## src/rtl/writeback_multi.sv

```systemverilog
// Writeback stage: multi-port GPR write, sized/signed load extraction, core run state.
// Latency: write enables and values are combinational (forwarding); wb_* copies appear one clk_en cycle later.
// Backpressure: stall_out holds the upstream slot while a load waits on memory and while sleeping or halted.
//
// Ports:
//   clk, rst_n, clk_en      - clock, async active-low reset, stage advance enable
//   bubble_in               - slot is empty (live = !bubble_in)
//   wr_req/tgt_in/alu_result- per-port write request, target register, ALU value
//   is_load, load_size, load_signed, addr_lo, mem_valid, mem_result - load completion on port 0
//   exc_in, tgts_cr, event_op, wake_in - exception code, CR target, control event, wake request
//   stall_out, we, result_out          - combinational stall, write enables, write values
//   wb_tgt_out, wb_result_out, wb_we_out, wb_tgts_cr_out - registered copies
//   exc_in_wb, interrupt_in_wb, tlb_exc_in_wb, rfe_in_wb, rfi_in_wb, exc_code_out - event strobes
//   sleeping, halted        - run-state indicators
module writeback_multi #(
   parameter int DATA_W      = 32,
   parameter int NUM_WR      = 2,
   parameter int MEM_TIMEOUT = 255,
   localparam int OFF_W      = $clog2(DATA_W / 8)
) (
   input  logic                     clk,
   input  logic                     rst_n,
   input  logic                     clk_en,
   input  logic                     bubble_in,
   input  logic [NUM_WR-1:0]        wr_req,
   input  logic [5*NUM_WR-1:0]      tgt_in,
   input  logic [DATA_W*NUM_WR-1:0] alu_result,
   input  logic                     is_load,
   input  logic [1:0]               load_size,
   input  logic                     load_signed,
   input  logic [OFF_W-1:0]         addr_lo,
   input  logic                     mem_valid,
   input  logic [DATA_W-1:0]        mem_result,
   input  logic [7:0]               exc_in,
   input  logic                     tgts_cr,
   input  logic [2:0]               event_op,
   input  logic                     wake_in,
   output logic                     stall_out,
   output logic [NUM_WR-1:0]        we,
   output logic [DATA_W*NUM_WR-1:0] result_out,
   output logic [5*NUM_WR-1:0]      wb_tgt_out,
   output logic [DATA_W*NUM_WR-1:0] wb_result_out,
   output logic [NUM_WR-1:0]        wb_we_out,
   output logic                     wb_tgts_cr_out,
   output logic                     exc_in_wb,
   output logic                     interrupt_in_wb,
   output logic                     tlb_exc_in_wb,
   output logic                     rfe_in_wb,
   output logic                     rfi_in_wb,
   output logic [7:0]               exc_code_out,
   output logic                     sleeping,
   output logic                     halted
);

   typedef enum logic [1:0] {S_RUN, S_WAIT_MEM, S_SLEEP, S_HALT} state_t;

   // Counter value on the last permitted waiting cycle; the RUN cycle that
   // detected the miss counts as the first stall cycle.
   localparam logic [15:0] TO_LAST = 16'(MEM_TIMEOUT - 1);

   state_t      state;
   logic [15:0] to_cnt;

   logic              live;
   logic              mem_timeout;
   logic [7:0]        eff_code;
   logic              has_exc;
   logic              load_wait;
   logic              cr_wr;
   logic [DATA_W-1:0] shifted;
   logic [DATA_W-1:0] mask;
   logic              sbit;
   logic [DATA_W-1:0] load_val;

   assign live        = !bubble_in;
   assign mem_timeout = (state == S_WAIT_MEM) && !mem_valid && (to_cnt == TO_LAST);
   assign eff_code    = mem_timeout ? 8'h84 : exc_in;
   assign has_exc     = live && (eff_code != 8'h00);
   // An excepting load never waits: it retires immediately with its exception.
   assign load_wait   = live && is_load && !mem_valid && (exc_in == 8'h00);

   always_comb begin
      stall_out = 1'b1;
      case (state)
         S_RUN:      stall_out = load_wait;
         // The timeout cycle releases the slot so it retires with the bus error.
         S_WAIT_MEM: stall_out = !mem_valid && !mem_timeout;
         default:    stall_out = 1'b1;
      endcase
   end

   assign exc_code_out    = eff_code;
   assign exc_in_wb       = has_exc && !stall_out;
   assign interrupt_in_wb = exc_in_wb && (eff_code[7:4] == 4'hf);
   assign tlb_exc_in_wb   = exc_in_wb && ((eff_code == 8'h82) || (eff_code == 8'h83));
   assign rfe_in_wb       = live && !has_exc && !stall_out && ((event_op == 3'd1) || (event_op == 3'd2));
   assign rfi_in_wb       = live && !has_exc && !stall_out && (event_op == 3'd2);
   assign cr_wr           = live && tgts_cr && !has_exc && !stall_out;

   // Lane extraction: bytes above the shifted word fill with zero, then the
   // value is masked to the access width and optionally sign-extended.
   always_comb begin
      shifted = mem_result >> {addr_lo, 3'b000};
      mask    = '1;
      sbit    = 1'b0;
      case (load_size)
         2'd1: begin
            mask = DATA_W'(16'hFFFF);
            sbit = shifted[15];
         end
         2'd2: begin
            mask = DATA_W'(8'hFF);
            sbit = shifted[7];
         end
         2'd3: begin
            // A 32-bit access on a 32-bit datapath is simply a full word.
            mask = (DATA_W > 32) ? DATA_W'(32'hFFFF_FFFF) : '1;
            sbit = shifted[31];
         end
         default: begin
            mask = '1;
            sbit = 1'b0;
         end
      endcase
      load_val = (shifted & mask) | ((load_signed && sbit) ? ~mask : '0);
   end

   always_comb begin
      result_out = alu_result;
      if (is_load) result_out[DATA_W-1:0] = load_val;
   end

   always_comb begin
      we = '0;
      for (int i = 0; i < NUM_WR; i++) begin
         we[i] = live && wr_req[i] && (tgt_in[5*i +: 5] != 5'd0) && !has_exc && !stall_out;
      end
      we[0] = we[0] && !tgts_cr;
   end

   always_ff @(posedge clk or negedge rst_n) begin
      if (!rst_n) begin
         state          <= S_RUN;
         to_cnt         <= '0;
         sleeping       <= 1'b0;
         halted         <= 1'b0;
         wb_tgt_out     <= '0;
         wb_result_out  <= '0;
         wb_we_out      <= '0;
         wb_tgts_cr_out <= 1'b0;
      end else if (clk_en) begin
         wb_tgt_out     <= tgt_in;
         wb_result_out  <= result_out;
         wb_we_out      <= we;
         wb_tgts_cr_out <= cr_wr;
         case (state)
            S_RUN: begin
               if (load_wait) begin
                  state  <= S_WAIT_MEM;
                  to_cnt <= '0;
               end else if (live && !has_exc && (event_op == 3'd4)) begin
                  state    <= S_SLEEP;
                  sleeping <= 1'b1;
               end else if (live && !has_exc && (event_op == 3'd3)) begin
                  state  <= S_HALT;
                  halted <= 1'b1;
               end
            end
            S_WAIT_MEM: begin
               if (mem_valid || mem_timeout) state <= S_RUN;
               else                          to_cnt <= to_cnt + 16'd1;
            end
            S_SLEEP: begin
               if (wake_in) begin
                  state    <= S_RUN;
                  sleeping <= 1'b0;
               end
            end
            S_HALT: begin
               state <= S_HALT;
            end
            default: begin
               state <= S_RUN;
            end
         endcase
      end
   end

endmodule

```

## config.mk

```make
export PLATFORM = sky130hd
export DESIGN_NAME = writeback_multi
export DESIGN_NICKNAME = d
export VERILOG_FILES = /design/src/rtl/writeback_multi.sv
export SDC_FILE = /design/constraint.sdc
export NUM_CORES = 1
export LEC_CHECK = 0
export BUFFER_PORTS_ARGS = -buffer_cell sky130_fd_sc_hd__buf_2
export CORE_AREA = 2 2 113 115
export DETAILED_ROUTE_END_ITERATION = 8
export DIE_AREA = 0 0 115 117
export PLACE_DENSITY = 0.83
export REMOVE_ABC_BUFFERS = 1
export SETUP_SLACK_MARGIN = 0.5
export SKIP_LAST_GASP = 1
export SLEW_MARGIN = 30
export SYNTH_ARGS = -nofsm -noshare
export SYNTH_HDL_FRONTEND = slang
export SYNTH_SLANG_ARGS = --single-unit
export TNS_END_PERCENT = 100
```

## constraint.sdc

```tcl
create_clock -name clk -period 4.6 [get_ports clk]
set_input_delay 0.92 -clock clk [delete_from_list [all_inputs] [get_ports clk]]
set_output_delay 0.92 -clock clk [all_outputs]
set_load 0.005 [all_outputs]
```

# Word-level counts from Yosys, hierarchy flattened

Index checks and enable logic that the tools add are counted.

Bitwise operators: 5
Muxes and demuxes: 19
Reduce and logical (&&, ||, !) cells: 49
Shift operators: 1
Equal/unequal tests: 21
Add/subtract/negate cells: 1

Operators by type and width:

| kind                                                  | number |
|---|---|
| 2-to-1 mux 32 bit                                     | 2 |
| case mux 32 bit (2 select lines)                      | 1 |
| bitwise AND 32 bit                                    | 1 |
| 2-to-1 mux 16 bit                                     | 2 |
| NOT 32 bit                                            | 1 |
| OR 32 bit                                             | 1 |
| case mux 16 bit (2 select lines)                      | 1 |
| >> shifter 32 x 5 -> 32 bit                           | 1 |
| logical AND 1 bit                                     | 29 |
| adder 16 x 1 -> 16 bit (second input constant)        | 1 |
| equality test 16 x 8 -> 1 bit (second input constant) | 1 |
| equality test 8 bit (second input constant)           | 2 |
| 2-to-1 mux 2 bit                                      | 5 |
| inequality test 2 bit (second input constant)         | 5 |
| AND reduction 5 bit                                   | 2 |
| nonzero test 5 bit                                    | 2 |
| equality test 2 bit (second input constant)           | 4 |
| zero test 8 bit                                       | 1 |
| 2-to-1 mux 8 bit                                      | 1 |
| case mux 2 bit (4 select lines)                       | 1 |
| AND reduction 4 bit                                   | 2 |
| nonzero test 8 bit                                    | 1 |
| equality test 3 x 2 -> 1 bit (second input constant)  | 2 |
| zero test 1 bit                                       | 6 |
| 13 further kinds                                      | 21 |

Output and inout bits: 159
Input bits: 132
Bits in registers: 97
Word-level logic and storage cells: 104

# Logic depth before layout (Yosys ltp)

Gate-level depths: netlist (run 1).

Depth after elaboration: 13
Gate-level depth with buffers: 10
Mapped depth without buffers: 7

# Worst setup path after synthesis (run 1)

Ideal clock, no wire load.

Kind: input port to output port
From: input port addr_lo[0]
To: output port result_out[16]
Arrival: 2455 ps
Setup slack: 1225 ps
Buffers on the path: 4
Data required time: 3680 ps
Stages on the path: 9
Path through: buf_6 > mux4_2 > a222oi_1 > or3_1 > buf_6 > and2_4 > buf_6 > buf_12 > a21oi_1

Longest elaborated chain between the ends: 6
Elaborated cells between the ends (all ways): 7
Those cells by class: 1 x shift; 3 x mux; 2 x bitwise; 1 x reduce/logical

Ends and longest elaborated chain:

| item                            | line | text |
|---|---|---|
| start: declaration              | 31   | `input logic [OFF_W-1:0] addr_lo,` |
| >> shifter 32 x 5 -> 32 bit (*) | 103  | `shifted = mem_result >> {addr_lo, 3'b000};` |
| case mux 1 bit (3 select lines) | 106  | `case (load_size)` |
| logical AND 1 bit               | 125  | `load_val = (shifted & mask) \| ((load_signed && sbit) ? ~mask : '0);` |
| 2-to-1 mux 32 bit               | 125  |  |
| OR 32 bit (*)                   | 125  |  |
| 2-to-1 mux 32 bit (*)           | 130  | `if (is_load) result_out[DATA_W-1:0] = load_val;` |
| end: declaration                | 40   | `output logic [DATA_W*NUM_WR-1:0] result_out,` |

Mark *: on every way between the ends. The rest lies on a longest branch, timed or not.

# Final worst setup path (run 1)

From: input port addr_lo[1]
To: output port result_out[17]

Same word-level chain as after synthesis.

==> results.cfg, run 1 <==
[outcome]
status = finished clean

[timing]
worstMarginPinSlew_ps = 871
setup_ws_ps = 794
period_needed_ps = 3810
finalSetupViolCount = 0
finalHoldViolCount = 0
slew_violations = 0
max_slew_margin_pct = 41.5
finalClockSkew_ps = 4.97
clock.fmax_ghz = 0.263
finalSetupTns_ps = 0
rsz0062_at_grt = false
timing.final.crit_share_pct = 82.7

[placed_design]
portBuffers = 290
dp_slack_ps = 650
gp_congestion = 0.917
dp_hpwl_mm = 13.0

[yosys]
syn_inst = 551
synthArstFlopShare_pct = 100
synth-edff-count = 0
syn_area_um2 = 5650
yosysWarnings = 0
ys_seq_elements = 97
syn_area_per_cell_um2 = 10.2
seq_area_frac_synth_pct = 43.0
synth_ff_type = dfrtp_1
ys_types = 52

[clocking]
cts.clk_slew.worst_paths_ps = 70
cts_setup_buffers = 0
cts_tree = yes
post_cts_resized = 0
cts_sinks = 97
cts_buffer_depth = 2
h-tree-depth = 3
cts_hold_buf = 0
clock_latency_ps = 330
root_buffer = clkbuf_16
cts_buffers = 9

[power]
leakagePower_nw = 3.49
ir_worst_vdd_mv = 0.225
seq_power_share_pct = 45.2
p_int_mw = 1.59
switching_share_pct = 28.4
powerDensity_nw_per_um2 = 309
comb_power_share_pct = 22.3
p_sw_mw = 0.631
finalPower_mw = 2.22
clkPwrFrac_pct = 32.6

[cells_and_area]
layout_common_cells = buf_2 (288), dfrtp_1 (97), mux2_2 (86)
fin_nets = 929
final_common_cell = buf_2
num_antenna_cells = 0
syn_to_final_growth_pct = 27.6
drive_gt1_share_pct = 51.1

[grt]
grt_pass1_wl_mm = 24.8
grt_overflow = 0
track_usage_pct = 23.9
grt_max_degree = 74
grt_pass1_vias = 4904
antenna_found_initial = 0

[setup_path]
startpoint_type = input pin
cp_max_fo = 28
critPathArrivalTime_ps = 2890
critPathRequiredTime_ps = 3680
r2r_start = state[0]
end_kind = primary output
r2r_slack_ps = 2220
critical_path.startpoint = addr_lo[1]
worstSetupPathType = input pin to primary output

[die]
start_util_pct = 45.9
floorplan.core_area_um2 = 12300
io-pin-count = 291
die_y_um = 117
rows = 41
fp.dieW_um = 115
die-area_um2 = 13500

[flow_run]
drv_cap = 0

[worst_hold_path]
hold_path_class = flop to flop
min-delay-start = halted

[routing]
drt_first_iter_violations = 306
drtAntennaViolNets = 0
first_pass_iters = 5
avgViaCountPerCell = 5.52
routedWlPerCell_um = 17.5
vias = 5220
wl_mm = 16.5
drc_errors = 0
metrics by stage:
stage,util [%],cells,hold slack [ps],area (um2)
3_5_place_dp,56.1,929,477,6910
5_1_grt,58.5,945,506,7200
3_3_place_gp,56.1,929,458,6910
6_report,58.5,945,487,7200
2_1_floorplan,-,484,468,5230
4_1_cts,58.4,945,492,7200
state kept, by name, indices dropped and copies added (netlist names):
signal	count
halted	1
wb_tgt_out	10
wb_result_out	64
wb_we_out	2
state	2
sleeping	1
wb_tgts_cr_out	1
to_cnt	16
critical path, stage by stage:
cell      delay, ps
buf_2           380
mux2_2          390
a222oi_1        380
or3_4           260
and2_4          300
a21oi_1         100
buf_2           140
cells in the mapped netlist, drive strengths merged (6+ instances only):
| cell type | count | area, um2 |
|---|---|---|
| buf | 48 | 347 |
| nor3 | 8 | 51.3 |
| o21ai | 30 | 150 |
| a31oi | 17 | 136 |
| or4 | 6 | 48.8 |
| or3 | 13 | 81.3 |
| dfrtp | 97 | 2430 |
| a2bb2oi | 7 | 61.3 |
| clkbuf | 19 | 71.3 |
| a21oi | 27 | 139 |
| inv | 6 | 22.5 |
| nor2 | 35 | 131 |
| nand3 | 11 | 55.1 |
| mux2 | 86 | 968 |
| and2 | 7 | 46.3 |
| ha | 7 | 87.6 |
| mux2i | 15 | 150 |
| nand2 | 53 | 199 |
| o21a | 8 | 60.1 |
kinds of logic (layout without fill, tap and decap cells):
family / count (synthesis) / count (layout) / synth area share [%]
and+or+nand+nor: 165 / 165 / 15.1
AOI/OAI and AO/OA: 105 / 105 / 12.0
muxes: 102 / 102 / 20.2
DFF: 97 / 97 / 43.0
buffers and inverters: 73 / 317 / 7.80
adders and majority gates: 7 / 7 / 1.55
xor gates and xnor gates: 2 / 2 / 0.310
per-layer routing:
metal | share of wire, % | GRT usage, %
met1 | 40 | 28.8
met2 | 49 | 41.2
met3 | 7.0 | 4.94
met4 | 3.7 | 11.6
met5 | 0 | 0
final timing paths:
check	end	depth (start not counted)
min in group asynchronous	to_cnt[1]	1
worst max register to register	to_cnt[5]	5
max in group asynchronous	wb_result_out[29]	2
worst max-delay path	result_out[17]	7
worst min register to register	halted	1
worst min-delay path	halted	1
power groups by stage:
stage / clock network (mW) / logic [mW] / registers [mW]
after floorplan: 0 / 0.197 / 1.02
after global placement: 0 / 0.484 / 1.01
after detailed placement: 0 / 0.495 / 1.02
after CTS: 0.745 / 0.496 / 1.00
after global routing: 0.780 / 0.543 / 1.02
final: 0.724 / 0.495 / 1.00
layout make-up:
cell class	instances	area (um2)
Timing Repair Buffer	295	1500
Clock inverter	3	25.0
Fill cell	1093	5110
Sequential cell	97	2430
Inverter	6	22.5
Multi-Input combinational cell	381	2780
Clock buffer	13	260
Tap cell	150	188
Note: power is estimated with default switching activity, not from simulation.
==> run 2: changes to the inputs <==
CORE_AREA = default   (was 2 2 113 115)
CORE_UTILIZATION = 42   (was default)
DIE_AREA = default   (was 0 0 115 117)
PLACE_DENSITY = 0.8   (was 0.83)
clock period = 3.2 ns   (was 4.6 ns; I/O delays follow)
==> run 2 against run 1 <==
  * Routed wire length up 6.4%
  * Register-to-register slack lost 1300 ps
  * Setup slack got worse by 520 ps
  * Utilization is 2.3 points higher
  * Sequential power is 44% higher
  * Cell area grew 8.8%
  * Combinational power is 63% higher
  * Hold slack lost 210 ps
  * Die area increased by 3.4%
  * Clock power up 53%
  * Critical path type unchanged
==> results.cfg, run 2 (synthesis results as in run 1) <==
[grt]
grt_overflow = 0
antenna_found_initial = 0
grt_max_degree = 58
track_usage_pct = 24.4
grt_pass1_wl_mm = 26.9
grt_pass1_vias = 5270

[setup_path]
worstPathCellList = buf_8 > inv_4 > ha_4 > mux2_4 > a222oi_1 > or3_4 > and2_4 > a21oi_2 > buf_2
cp_max_fo = 5
worstSetupPathType = input pin to primary output
slowest_stage = a222oi_1
crit_buf_inv = 3
critPathArrivalTime_ps = 2280
slowest_delay_ps = 420
path_delay_family = compound AO/OA/AOI/OAI gates
startpoint_type = input pin
critPathRequiredTime_ps = 2560
end_kind = primary output

[routing]
wl_mm = 17.6
drt_first_iter_violations = 259
avgViaCountPerCell = 5.44
vias = 5421
drc_errors = 0
first_pass_iters = 5
drtAntennaViolNets = 0
routedWlPerCell_um = 17.6

[cells_and_area]
reg_top3 = wb_result_out: 64 flops, to_cnt: 16 flops, wb_tgt_out: 10 flops
regMostFlops = wb_result_out
fin_nets = 959
num_antenna_cells = 0
largest_reg_flops = 64
layout_common_cells = buf_2 (282), dfrtp_1 (95), mux2_2 (85)
layoutNonFillerInstCount = 997
final_common_cell = buf_2
syn_to_final_growth_pct = 38.8
drive_gt1_share_pct = 57.6

[placed_design]
placedCellCount = 956
portBuffers = 290
dp_hpwl_mm = 12.5
gp_congestion = 0.864

[clocking]
cts_buffer_depth = 2
h-tree-depth = 3
cts_hold_buf = 0
root_buffer = clkbuf_16
cts.clk_slew.worst_paths_ps = 70
clock_latency_ps = 340
cts_buffers = 9
cts_tree = yes
cts_sinks = 97

[die]
fp.dieW_um = 118
floorplan.core_area_um2 = 12900
start_util_pct = 43.9
io-pin-count = 291
die-area_um2 = 13900
die_y_um = 118
rows = 41

[power]
p_int_mw = 2.40
ir_worst_vdd_mv = 0.241
finalPower_mw = 3.36
clkPwrFrac_pct = 33.0
leakagePower_nw = 3.73
switching_share_pct = 28.5
powerDensity_nw_per_um2 = 429
seq_power_share_pct = 42.9
comb_power_share_pct = 24.1
p_sw_mw = 0.959

[outcome]
status = finished clean

[timing]
finalHoldViolCount = 0
max_slew_margin_pct = 52.6
finalSetupViolCount = 0
finalSetupTns_ps = 0
slew_violations = 0
finalClockSkew_ps = 3.98
rsz0062_at_grt = true
timing.final.crit_share_pct = 91.3
period_needed_ps = 2920
worstMarginPinSlew_ps = 711
clock.fmax_ghz = 0.342

[worst_hold_path]
hold_path_class = input pin to asynchronous set/reset pin

[flow_run]
drv_cap = 0
## run 2: cell count changes in the layout (fill, tap and decap cells not counted), sizes merged
cell    previous run  this run
and2               7         8
buf              295       324
bufinv             0         1
clkbuf            13        10
inv                6         8
## run 2: final timing paths
check / start / endpoint / slack (ps) / depth (start not counted)
max reg2reg: state[0] / to_cnt[5] / 940 / 5
max: load_size[1] / result_out[20] / 280 / 9
min reg2reg: halted / halted / 470 / 1
min: rst_n / wb_result_out[54] / 270 / 1
max in group asynchronous: rst_n / wb_result_out[29] / 2220 / 2
min in group clk: halted / halted / 470 / 1
## run 2: final cells by class
| class | instances | area (um2) |
|---|---|---|
| Inverter | 6 | 25.0 |
| Timing Repair Buffer | 324 | 1800 |
| Sequential cell | 97 | 2430 |
| Fill cell | 1084 | 5040 |
| Clock inverter | 6 | 65.1 |
| Multi-Input combinational cell | 382 | 3060 |
| Tap cell | 172 | 215 |
| Clock buffer | 10 | 239 |
## run 2: power groups by stage
stage	clock network [mW]	registers, mW	logic, mW
2_1_floorplan	0	1.46	0.283
3_3_place_gp	0	1.45	0.709
3_5_place_dp	0	1.46	0.723
4_1_cts	1.14	1.44	0.775
5_1_grt	1.20	1.46	0.869
6_report	1.11	1.44	0.809
## run 2: per-stage QoR
| step | cell area (um2) | hold WS [ps] | worst slack, ps | utilization [%] |
|---|---|---|---|---|
| after floorplan | 5230 | 344 | 483 | - |
| after global placement | 7000 | 465 | 228 | 54.4 |
| after detailed placement | 7000 | 459 | 173 | 54.4 |
| after CTS | 7660 | 286 | 250 | 59.5 |
| after global routing | 7840 | 313 | 198 | 60.9 |
| final | 7840 | 272 | 277 | 60.9 |
## run 2: worst reg2reg max path, delay by kind of cell (launching register included)
| family | cells | cell delay, ps |
|---|---|---|
| and+or+nand+nor | 3 | 1200 |
| AOI/OAI and AO/OA | 2 | 460 |
| DFF | 1 | 510 |
## run 2: timing repair
action	4_1_cts	5_1_grt
endpoints found under the setup margin	44	39
gates resized for setup	51	20
pin swaps	15	15
buffers inserted	14	10
gates cloned	1	0
## run 2: per-layer routing
metal	routed length [um]	share of wire (%)	track usage [%]	vias up
met1	6910	39	27.4	2631
met2	8930	51	43.9	236
met4	761	4.3	11.1	0
li1	-	-	-	2498
met3	974	5.5	5.28	56
met5	0	0	0	-
